## src/rtl/pciedma_pkg.sv

```systemverilog
// Shared constants, FSM state type and helpers for the pciedma completion transmitter.
package pciedma_pkg;

  localparam logic [7:0] FMT_TYPE_CPLD = 8'h4A;
  localparam logic [7:0] FMT_TYPE_CPL  = 8'h0A;
  localparam logic [2:0] CPL_SC        = 3'b000;
  localparam logic [2:0] CPL_UR        = 3'b001;

  typedef enum logic [2:0] {
    ST_IDLE,
    ST_CRED,
    ST_REQ,
    ST_HDR,
    ST_DATA
  } cpl_state_t;

  // Six header halfwords; element 0 goes on the wire first.
  typedef logic [5:0][15:0] cpl_hdr_t;

  // Data credits (16-byte units) needed for a read of len_dw DWs.
  function automatic logic [8:0] cpld_needed(input logic [9:0] len_dw);
    logic [10:0] sum;
    sum = {1'b0, len_dw} + 11'd3;
    return sum[10:2];
  endfunction

endpackage

```

## src/rtl/pcie_cpl_tx_if.sv

```systemverilog
// Request channel from the RX parser plus VC0 completion TX channel of pcie_top.
interface pcie_cpl_tx_if;
  logic        req_valid;
  logic        req_ready;
  logic [15:0] req_id;
  logic [7:0]  req_tag;
  logic [2:0]  req_tc;
  logic [1:0]  req_attr;
  logic [9:0]  req_len_dw;
  logic [11:0] req_addr;

  logic [8:0]  tx_ca_cplh;
  logic [12:0] tx_ca_cpld;
  logic        tx_ca_cpl_recheck;
  logic        tx_req;
  logic        tx_rdy;
  logic        tx_st;
  logic        tx_end;
  logic [15:0] tx_data;

  // master: the completer that sources completion TLPs
  modport master (
    input  req_valid, req_id, req_tag, req_tc, req_attr, req_len_dw, req_addr,
    input  tx_ca_cplh, tx_ca_cpld, tx_ca_cpl_recheck, tx_rdy,
    output req_ready, tx_req, tx_st, tx_end, tx_data
  );

  modport slave (
    output req_valid, req_id, req_tag, req_tc, req_attr, req_len_dw, req_addr,
    output tx_ca_cplh, tx_ca_cpld, tx_ca_cpl_recheck, tx_rdy,
    input  req_ready, tx_req, tx_st, tx_end, tx_data
  );
endinterface

```

## src/rtl/pcie_cpl_hdr.sv

```systemverilog
// Combinational builder of the 3-DW completion header (CplD or UR Cpl) from latched request fields.
module pcie_cpl_hdr
  import pciedma_pkg::*;
(
  input  logic [7:0]  bus_num,
  input  logic [4:0]  dev_num,
  input  logic [2:0]  func_num,
  input  logic [2:0]  tc,
  input  logic [1:0]  attr,
  input  logic [9:0]  len_dw,
  input  logic [7:0]  tag,
  input  logic [15:0] req_id,
  input  logic [6:0]  addr_lo,
  input  logic        ur,
  output cpl_hdr_t    hdr
);

  logic [9:0]  len_f;
  logic [11:0] byte_cnt;

  always_comb begin
    // UR carries no payload: length 0, byte count fixed at 4
    len_f    = ur ? '0 : len_dw;
    byte_cnt = ur ? 12'd4 : {len_dw, 2'b00};
    hdr[0]   = {(ur ? FMT_TYPE_CPL : FMT_TYPE_CPLD), 1'b0, tc, 4'b0000};
    hdr[1]   = {2'b00, attr, 2'b00, len_f};
    hdr[2]   = {bus_num, dev_num, func_num};
    hdr[3]   = {(ur ? CPL_UR : CPL_SC), 1'b0, byte_cnt};
    hdr[4]   = req_id;
    hdr[5]   = {tag, 1'b0, addr_lo};
  end

endmodule

```

## src/rtl/pcie_cpl_tx.sv

```systemverilog
// Completion transmitter: accepts decoded memory reads, checks credits, emits CplD/UR Cpl on VC0 TX.
module pcie_cpl_tx
  import pciedma_pkg::*;
#(
  parameter int MAX_LEN_DW = 16,
  parameter int ADDR_W     = 11
) (
  input  logic              pcie_clk,
  input  logic              sys_rst,
  input  logic [7:0]        bus_num,
  input  logic [4:0]        dev_num,
  input  logic [2:0]        func_num,
  output logic [ADDR_W-1:0] rd_addr,
  input  logic [15:0]       rd_data,
  pcie_cpl_tx_if.master     cpl
);

  cpl_state_t        state, state_d;
  logic [10:0]       cnt, cnt_d;
  logic              tx_req_d, tx_st_d, tx_end_d;
  logic [15:0]       tx_data_d;
  logic [ADDR_W-1:0] rd_addr_d;

  logic [15:0] id_q;
  logic [7:0]  tag_q;
  logic [2:0]  tc_q;
  logic [1:0]  attr_q;
  logic [9:0]  len_q;
  logic [11:0] addr_q;
  logic        addr_unused;

  logic        ur;
  logic        cred_ok;
  cpl_hdr_t    hdr;

  assign cpl.req_ready = (state == ST_IDLE) & ~sys_rst;
  assign ur            = (len_q == '0) || (len_q > 10'(MAX_LEN_DW));
  assign addr_unused   = ^addr_q;

  assign cred_ok = (cpl.tx_ca_cplh != '0) &&
                   (ur || cpl.tx_ca_cpld[12] ||
                    ({3'b000, cpld_needed(len_q)} <= cpl.tx_ca_cpld[11:0]));

  always_ff @(posedge pcie_clk) begin
    if (cpl.req_valid && cpl.req_ready) begin
      id_q   <= cpl.req_id;
      tag_q  <= cpl.req_tag;
      tc_q   <= cpl.req_tc;
      attr_q <= cpl.req_attr;
      len_q  <= cpl.req_len_dw;
      addr_q <= cpl.req_addr;
    end
  end

  pcie_cpl_hdr u_hdr (
    .bus_num  (bus_num),
    .dev_num  (dev_num),
    .func_num (func_num),
    .tc       (tc_q),
    .attr     (attr_q),
    .len_dw   (len_q),
    .tag      (tag_q),
    .req_id   (id_q),
    .addr_lo  (addr_q[6:0]),
    .ur       (ur),
    .hdr      (hdr)
  );

  always_ff @(posedge pcie_clk) begin
    if (sys_rst) begin
      state       <= ST_IDLE;
      cnt         <= '0;
      cpl.tx_req  <= 1'b0;
      cpl.tx_st   <= 1'b0;
      cpl.tx_end  <= 1'b0;
      cpl.tx_data <= '0;
      rd_addr     <= '0;
    end else begin
      state       <= state_d;
      cnt         <= cnt_d;
      cpl.tx_req  <= tx_req_d;
      cpl.tx_st   <= tx_st_d;
      cpl.tx_end  <= tx_end_d;
      cpl.tx_data <= tx_data_d;
      rd_addr     <= rd_addr_d;
    end
  end

  // Outputs are registered, so each state computes the halfword shown in the following cycle.
  // BRAM base goes out two cycles ahead of the first data word to cover its read latency.
  always_comb begin
    state_d   = state;
    cnt_d     = cnt;
    tx_req_d  = 1'b0;
    tx_st_d   = 1'b0;
    tx_end_d  = 1'b0;
    tx_data_d = '0;
    rd_addr_d = rd_addr;
    unique case (state)
      ST_IDLE: begin
        if (cpl.req_valid) state_d = ST_CRED;
      end
      ST_CRED: begin
        if (cred_ok) begin
          state_d  = ST_REQ;
          tx_req_d = 1'b1;
        end
      end
      ST_REQ: begin
        if (cpl.tx_ca_cpl_recheck) begin
          state_d = ST_CRED;
        end else if (cpl.tx_rdy) begin
          state_d   = ST_HDR;
          tx_st_d   = 1'b1;
          tx_data_d = hdr[0];
          cnt_d     = 11'd1;
        end else begin
          tx_req_d = 1'b1;
        end
      end
      ST_HDR: begin
        tx_data_d = hdr[cnt[2:0]];
        cnt_d     = cnt + 11'd1;
        if (cnt == 11'd4 && !ur) rd_addr_d = addr_q[ADDR_W:1];
        if (cnt == 11'd5) begin
          if (ur) begin
            tx_end_d = 1'b1;
            state_d  = ST_IDLE;
          end else begin
            state_d   = ST_DATA;
            cnt_d     = '0;
            rd_addr_d = rd_addr + ADDR_W'(1);
          end
        end
      end
      ST_DATA: begin
        tx_data_d = rd_data;
        rd_addr_d = rd_addr + ADDR_W'(1);
        cnt_d     = cnt + 11'd1;
        if (cnt == ({len_q, 1'b0} - 11'd1)) begin
          tx_end_d = 1'b1;
          state_d  = ST_IDLE;
        end
      end
      default: state_d = ST_IDLE;
    endcase
  end

endmodule
```

## src/flat_wrapper.sv

```systemverilog
// flat-port wrapper written by rule: the top's interface ports become plain ports
module pcie_cpl_tx_flat import pciedma_pkg::*;
#(
  parameter int MAX_LEN_DW = 16,
  parameter int ADDR_W     = 11
)
  (pcie_clk, sys_rst, bus_num, dev_num, func_num, rd_addr, rd_data, cpl_req_valid, cpl_req_id, cpl_req_tag, cpl_req_tc, cpl_req_attr, cpl_req_len_dw, cpl_req_addr, cpl_tx_ca_cplh, cpl_tx_ca_cpld, cpl_tx_ca_cpl_recheck, cpl_tx_rdy, cpl_req_ready, cpl_tx_req, cpl_tx_st, cpl_tx_end, cpl_tx_data);
  pcie_cpl_tx_if cpl_i ();
  input  logic pcie_clk;
  input  logic sys_rst;
  input  logic [7:0] bus_num;
  input  logic [4:0] dev_num;
  input  logic [2:0] func_num;
  output logic [ADDR_W-1:0] rd_addr;
  input  logic [15:0] rd_data;
  input wire logic [$bits(cpl_i.req_valid)-1:0] cpl_req_valid;
  input wire logic [$bits(cpl_i.req_id)-1:0] cpl_req_id;
  input wire logic [$bits(cpl_i.req_tag)-1:0] cpl_req_tag;
  input wire logic [$bits(cpl_i.req_tc)-1:0] cpl_req_tc;
  input wire logic [$bits(cpl_i.req_attr)-1:0] cpl_req_attr;
  input wire logic [$bits(cpl_i.req_len_dw)-1:0] cpl_req_len_dw;
  input wire logic [$bits(cpl_i.req_addr)-1:0] cpl_req_addr;
  input wire logic [$bits(cpl_i.tx_ca_cplh)-1:0] cpl_tx_ca_cplh;
  input wire logic [$bits(cpl_i.tx_ca_cpld)-1:0] cpl_tx_ca_cpld;
  input wire logic [$bits(cpl_i.tx_ca_cpl_recheck)-1:0] cpl_tx_ca_cpl_recheck;
  input wire logic [$bits(cpl_i.tx_rdy)-1:0] cpl_tx_rdy;
  output wire logic [$bits(cpl_i.req_ready)-1:0] cpl_req_ready;
  output wire logic [$bits(cpl_i.tx_req)-1:0] cpl_tx_req;
  output wire logic [$bits(cpl_i.tx_st)-1:0] cpl_tx_st;
  output wire logic [$bits(cpl_i.tx_end)-1:0] cpl_tx_end;
  output wire logic [$bits(cpl_i.tx_data)-1:0] cpl_tx_data;
  assign cpl_i.req_valid = cpl_req_valid;
  assign cpl_i.req_id = cpl_req_id;
  assign cpl_i.req_tag = cpl_req_tag;
  assign cpl_i.req_tc = cpl_req_tc;
  assign cpl_i.req_attr = cpl_req_attr;
  assign cpl_i.req_len_dw = cpl_req_len_dw;
  assign cpl_i.req_addr = cpl_req_addr;
  assign cpl_i.tx_ca_cplh = cpl_tx_ca_cplh;
  assign cpl_i.tx_ca_cpld = cpl_tx_ca_cpld;
  assign cpl_i.tx_ca_cpl_recheck = cpl_tx_ca_cpl_recheck;
  assign cpl_i.tx_rdy = cpl_tx_rdy;
  assign cpl_req_ready = cpl_i.req_ready;
  assign cpl_tx_req = cpl_i.tx_req;
  assign cpl_tx_st = cpl_i.tx_st;
  assign cpl_tx_end = cpl_i.tx_end;
  assign cpl_tx_data = cpl_i.tx_data;
  pcie_cpl_tx #(.MAX_LEN_DW(MAX_LEN_DW), .ADDR_W(ADDR_W)) u_core (.pcie_clk(pcie_clk), .sys_rst(sys_rst), .bus_num(bus_num), .dev_num(dev_num), .func_num(func_num), .rd_addr(rd_addr), .rd_data(rd_data), .cpl(cpl_i));
endmodule
```

## config.mk

```make
export PLATFORM = sky130hd
export DESIGN_NAME = pcie_cpl_tx_flat
export DESIGN_NICKNAME = d
export VERILOG_FILES = /design/src/rtl/pciedma_pkg.sv /design/src/rtl/pcie_cpl_tx_if.sv /design/src/rtl/pcie_cpl_hdr.sv /design/src/rtl/pcie_cpl_tx.sv /design/src/flat_wrapper.sv
export SDC_FILE = /design/constraint.sdc
export NUM_CORES = 1
export LEC_CHECK = 0
export CAP_MARGIN = 10
export CORE_MARGIN = 2
export CORE_UTILIZATION = 52
export CTS_CLUSTER_SIZE = 28
export DETAILED_ROUTE_END_ITERATION = 7
export MAX_ROUTING_LAYER = met4
export PLACE_DENSITY_LB_ADDON = 0.1
export RECOVER_POWER = 50
export SYNTH_ARGS = -nofsm -noshare
export SYNTH_HDL_FRONTEND = slang
export SYNTH_SLANG_ARGS = --single-unit
```

## constraint.sdc

```tcl
create_clock -name pcie_clk -period 5.1 [get_ports pcie_clk]
set_input_delay 0.765 -clock pcie_clk [delete_from_list [all_inputs] [get_ports pcie_clk]]
set_output_delay 0.765 -clock pcie_clk [all_outputs]
set_load 0.02 [all_outputs]
```

After elaboration in Yosys (flattened, before gate mapping)
Index checks and enable logic that the tools add are counted.
{ "op_classes": {"n_bitwise": 3, "magnitude_cmp": 3, "div_mod_pow": 0, "addsub": 4, "eq_ne": 14, "reduce_logical": 15, "muxes": 35, "n_shift": 0, "mul": 0} }
{ "op_table": {"columns": ["operator", "n"], "rows": [
  ["11-bit 2-to-1 mux", 7],
  ["16-bit binary-select mux with 3-bit select", 1],
  ["16-bit one-hot mux with 3 select lines", 1],
  ["11-bit one-hot mux with 3 select lines", 1],
  ["16-bit 2-to-1 mux", 2],
  ["11-bit by 1-bit adder with 11-bit output, second input constant", 2],
  ["11-bit by 3-bit == test with 1-bit output, second input constant", 2],
  ["11-bit one-hot mux with 2 select lines", 1],
  ["3-bit 2-to-1 mux", 7],
  ["15-bit 2-to-1 mux", 1],
  ["3-bit one-hot mux with 5 select lines", 1],
  ["9-bit by 12-bit <= comparator with 1-bit output", 1],
  ["12-bit 2-to-1 mux", 1],
  ["10-bit by 2-bit adder with 11-bit output, second input constant", 1],
  ["11-bit == test", 1],
  ["11-bit by 1-bit subtractor with 11-bit output, second input constant", 1],
  ["10-bit by 5-bit > comparator with 1-bit output, second input constant", 1],
  ["10-bit logical NOT", 1],
  ["10-bit 2-to-1 mux", 1],
  ["9-bit nonzero test", 1],
  ["1-bit 2-to-1 mux", 8],
  ["7-bit 2-to-1 mux", 1],
  ["3-bit by 2-bit == test with 1-bit output, second input constant", 2],
  ["2-bit by 1-bit != test with 1-bit output, second input constant", 3],
  ["17 further kinds", 25]
]} }
{ "word_totals": {"latchBits": 0, "register_bits": 95, "n_memories": 0, "wordCells": 87, "ram_bits": 0, "input_bits": 110, "mem_bits_ro": 0} }

Depth between registers and ports, before layout
{ "logic_depth": {"depth_word": 8, "mapped_depth": 13} }

By module
From an unflattened synthesis, not the netlist that was laid out.
{ "unflattened": {"cells_unflattened": 606, "area_unflattened_um2": 5964.5} }
{ "modules_own_cells": {"columns": ["mod", "area_per_inst_um2", "n_inst", "seq_area_each_um2", "cells_per_inst"], "rows": [
  ["pcie_cpl_tx", 5242.5, 1, 2412.3, 507],
  ["pcie_cpl_hdr", 721.9, 1, 0.0, 99]
]} }

Worst setup path before layout
OpenSTA, ideal clock, no wires.
{ "synth_path": {"kind": "input-to-reg", "startpoint": "input sys_rst", "endpoint": "register u_core.addr_q[0] (enable)", "required_ns": 4.686, "path_stages": 3, "n_path_buf": 1, "arrival_time_ns": 2.952, "setup_ns": 0.414, "setup_slack_ns": 1.734, "cell_sequence": "clkbuf_1 nor4_1 and2_1"} }
{ "synth_between": {"elab_chain_cells": 3} }
{ "synth_rtl": {"columns": ["item", "line_no", "rtl"], "rows": [
  ["start, declared", "flat_wrapper.sv:10", "input logic sys_rst;"],
  ["1-bit inverter", "pcie_cpl_tx.sv:36", "assign cpl.req_ready = (state == ST_IDLE) & ~sys_rst;"],
  ["1-bit bitwise AND", "pcie_cpl_tx.sv:36", null],
  ["via cpl_req_ready", "flat_wrapper.sv:27", "output wire logic [$bits(cpl_i.req_ready)-1:0] cpl_req_ready;"],
  ["1-bit logical AND", "pcie_cpl_tx.sv:45", "if (cpl.req_valid && cpl.req_ready) begin"],
  ["end signal, assigned", "pcie_cpl_tx.sv:51", "addr_q <= cpl.req_addr;"],
  ["end, declared", "pcie_cpl_tx.sv:29", "logic [11:0] addr_q;"]
]} }
The timed path passes the listed nets, and every way through them passes these cells.
A chain may end at the register's enable or synchronous reset.

Worst setup path in the final report
{ "layout_path": {"startpoint": "input sys_rst", "endpoint": "output cpl_req_ready"} }
{ "layout_between": {"elab_chain_cells": 2} }
{ "layout_rtl": {"columns": ["item", "line_no"], "rows": [
  ["1-bit inverter", "pcie_cpl_tx.sv:36"],
  ["1-bit bitwise AND", "pcie_cpl_tx.sv:36"],
  ["end, declared", "flat_wrapper.sv:27"]
]} }
Every way passes these cells.

==> implementation parameters <==
Parameter                              Value

Outcome
  Outcome    finished, final reports clean

Timing
  Worst-case hold slack    0.4665 ns
  Share of the cycle needed by the critical path after routing    0.6863
  Hold violation count in the final report    0
  Fin worst setup slack    1.600 ns
  Tightest slew margin relative to the limit    0.4140
  Setup repair after global routing missed its margin    false
  Number of endpoints failing setup at the final stage    0
  Clock skew    0.01369 ns
  Total negative slack    0 ns
  F_max    285.7 MHz
  Count of pins over their slew limit    0
  Min cycle time layout    3.500 ns
  Slew of the pin with the lowest slew margin    0.8778 ns

Worst hold path
  WHS Path Cells    2
  Worst min-delay path class    flop to flop
  Endpoint of the worst hold path    u_core.cnt[0]$_SDFFE_PP0P_
  Source of the worst hold timing path    u_core.cnt[0]$_SDFFE_PP0P_

Critical path
  Critical Path AT    2.74 ns
  Worst path required time    4.34 ns
  Kind of end point of the critical path    output pin
  Startpoint-to-endpoint class of the critical path    input port to output pin
  Endpoint of the most critical register-to-register path    u_core.rd_addr[8]$_SDFFE_PP0P_
  Cell at the slowest stage of the critical path    sky130_fd_sc_hd__clkdlybuf4s50_1
  Crit-path cells    dlygate4sd3_1 -> clkbuf_1 -> nor4_1 -> clkdlybuf4s50_1
  Largest stage delay on the critical path    0.67 ns
  Internal reg-to-reg setup slack    1.83 ns
  Reg2reg start    u_core.cnt[1]$_SDFFE_PP0P_
  Startpoint types    input port
  Count of cells along the worst register-to-register path    8
  Highest fanout seen on the critical path    17

Global route
  Global-route wire length before repair    22,960 um
  Global Route Usage Sum    0.2880
  Initial antenna violation count    0
  Total congestion overflow after global routing    0
  Number of global-route vias before repair    4,669
  Pin count of the biggest net entering global routing    33

Layout
  Fin cells    791
  Number of nets in the finished design    777
  Share of the core filled with cells in the final layout    0.7074
  Footprint of the multi-input gates    2526 um^2
  Proportion of layout cells with a drive suffix above 1    0.06231
  Filler instances    778
  Synth-to-Final Area Change    33.32%
  Diodes inserted    0
  Final instance area    6819 um^2
  Flip-flop and latch area    2412 um^2

Placed design
  Total instance count after detailed placement    775
  Placer Congestion    0.8994
  Placed cell area    6626 um^2
  PortBufs    140
  Post-detail-place hpwl    10,560 um
  Worst slack after detailed placement    1.903 ns

Power
  Leakage power figure    2.451 nW
  Total chip power    1.605 mW
  Power per unit of standard cell area    235.3 nW/um^2
  IR drop worst, VDD    0.0001432 V

Clock tree
  Clock-pin slew reported for the worst setup and hold paths after clock tree synthesis    0.10 ns
  Number of gates given a new drive strength after cts    0
  Number of setup buffers added after CTS    0
  CTS H-tree lvls    3
  Clock latency on the worst-skew pair    0.37 ns
  Buffer type at the clock tree root    sky130_fd_sc_hd__clkbuf_8
  Number of clock sinks seen by CTS    95
  CTS tree    done
  Number of buffers between clock root and the deepest sink    2
  Count of hold buffers inserted by post-cts repair    0
  CTS buffer count    9

Synthesis
  Mapped Area    5115 um^2
  Total number of yosys warnings    0
  Share of synthesized cell area in and, or, nand and nor gates    0.2123
  Fraction of the mapped netlist area in adder cells    0.03425
  Proportion of register bits with asynchronous set or reset after synthesis    0
  Complex-gate fraction of the synthesized area    0.1707
  Flop and latch count out of synthesis    95
  Number of unique standard cell types used by synthesis    75
  Synth Instances    524
  Dominant combinational cell family by area after synthesis    simple AND/OR/NAND/NOR gates
  Post-synthesis mux area share    0.02422
  Dominant register cell in the synthesized netlist    sky130_fd_sc_hd__edfxtp_1
  Register area share after synthesis    0.4716
  Number of flops mapped to enable cells by yosys    51
  Xor-xnor portion of the synthesized cell area    0.05113
  Per-instance average area after synthesis    9.761 um^2
  Nets in the synthesized netlist    648

Die
  Die width    103.2 um
  Core Rows    36
  DIE AREA    10,650 um^2
  Boundary Pins    141
  Placeable core region    9639 um^2
  Initial standard-cell utilization of the core    0.5306
  Die Y-Extent    103.2 um

Job
  Number of max-cap violations    0

Drt
  Via density per instance    5.917
  Count of TritonRoute iterations in the first routing pass    5
  Total number of vias    4,680
  Aggregate routed wire length    14,290 um
  Routed Antenna Nets    0
  DRC violations left    0
  Initial detailed-routing violation count    273
  WL/cell    18.07 um
cells in the mapped netlist (5+ instances only):
library cell               number  area (um^2)
sky130_fd_sc_hd__inv_1         12        45.04
sky130_fd_sc_hd__and3_1        12        75.07
sky130_fd_sc_hd__dfxtp_1       44        880.8
sky130_fd_sc_hd__a31oi_1        7        43.79
sky130_fd_sc_hd__a21oi_1       23        115.1
sky130_fd_sc_hd__and2_1         6        37.54
sky130_fd_sc_hd__or4_1          5        37.54
sky130_fd_sc_hd__a211oi_1       5        37.54
sky130_fd_sc_hd__nand2_1       35        131.4
sky130_fd_sc_hd__clkbuf_1      20        75.07
sky130_fd_sc_hd__o21ai_1        7        35.03
sky130_fd_sc_hd__edfxtp_1      51         1531
sky130_fd_sc_hd__nand3_1       25        125.1
sky130_fd_sc_hd__o21ai_0       19        95.09
sky130_fd_sc_hd__o31ai_1        6        45.04
sky130_fd_sc_hd__buf_2          5        25.02
sky130_fd_sc_hd__nor2_1        51        191.4
sky130_fd_sc_hd__nor3_1        10        50.05
sky130_fd_sc_hd__xor2_1        17        148.9
sky130_fd_sc_hd__ha_1          14        175.2
sky130_fd_sc_hd__or3_1          8        50.05
sky130_fd_sc_hd__xnor2_1       11        96.34
sky130_fd_sc_hd__nor4_1         5        31.28
sky130_fd_sc_hd__mux2i_1        9        90.09
sky130_fd_sc_hd__nand4_1       12        75.07
sky130_fd_sc_hd__nand2b_1       5        31.28
sky130_fd_sc_hd__a22oi_1       11        82.58
report_power, final:
part / internal, mW / switching, mW
Combinational: 0.120 / 0.113
Clock: 0.230 / 0.278
Sequential: 0.838 / 0.0267
Total: 1.19 / 0.417
cell type report:
type / count / area share
well taps: 133 / 0.02440
multi-input cells: 382 / 0.3705
repair buffers: 147 / 0.2127
clock buffers: 10 / 0.01872
clock inverters: 6 / 0.01009
inverters: 18 / 0.009908
flip-flops and latches: 95 / 0.3538
worst max path at each step:
stage                                from  slack [ns]                               to
2_1_floorplan                     sys_rst        1.73       u_core.addr_q[0]$_DFFE_PP_
3_3_place_gp   u_core.cnt[1]$_SDFFE_PP0P_        1.98  u_core.rd_addr[10]$_SDFFE_PP0P_
3_5_place_dp   u_core.cnt[1]$_SDFFE_PP0P_        1.90   u_core.rd_addr[8]$_SDFFE_PP0P_
4_1_cts        u_core.cnt[1]$_SDFFE_PP0P_        1.88   u_core.rd_addr[8]$_SDFFE_PP0P_
5_1_grt                           sys_rst        1.48                    cpl_req_ready
6_report                          sys_rst        1.60                    cpl_req_ready
worst max-delay path: cells and delay by family:
family	cells	cell delay (ns)
buffers and inverters	3	1.57
AND/OR/NAND/NOR	1	0.40
sequential cells by signal, summed over array words and instances, names as in the netlist, 2 cells and up:
name                cells
u_core.cpl.tx_data     16
u_core.id_q            16
u_core.addr_q          12
u_core.cnt             11
u_core.rd_addr         11
u_core.len_q           10
u_core.tag_q            8
u_core.state            3
u_core.tc_q             3
u_core.attr_q           2
kinds of logic (layout without fill, tap and decap cells):
group                    after synthesis  count (layout)
AND/OR/NAND/NOR                      201             201
buffers and inverters                 47             181
AO/OA/AOI/OAI                        126             126
flip-flops                            95              95
adder cells (fa/ha/maj)               14              14
XOR/XNOR                              29              29
multiplexers                          12              12
cell usage in the layout, fill, tap and decap left out, drive strengths merged, types with 12 or more instances in the layout:
| master | count |
|---|---|
| inv | 15 |
| edfxtp | 51 |
| a21oi | 23 |
| o21ai | 26 |
| ha | 14 |
| nand2 | 35 |
| dfxtp | 44 |
| nor2 | 53 |
| xor2 | 18 |
| nand4 | 12 |
| dlygate4sd3 | 82 |
| nand3 | 25 |
| clkdlybuf4s50 | 58 |
| and3 | 12 |
routing by layer:
metal | part of all wire | global-route usage | wire length, um | vias up
met4 | 0.016 | 0.08704 | 227 | 0
met3 | 0.086 | 0.04906 | 1228 | 20
met5 | 0 | - | 0 | -
met2 | 0.48 | 0.4555 | 6915 | 246
li1 | - | - | - | 2238
met1 | 0.41 | 0.3826 | 5920 | 2176
(Power assumes the default switching activity.)
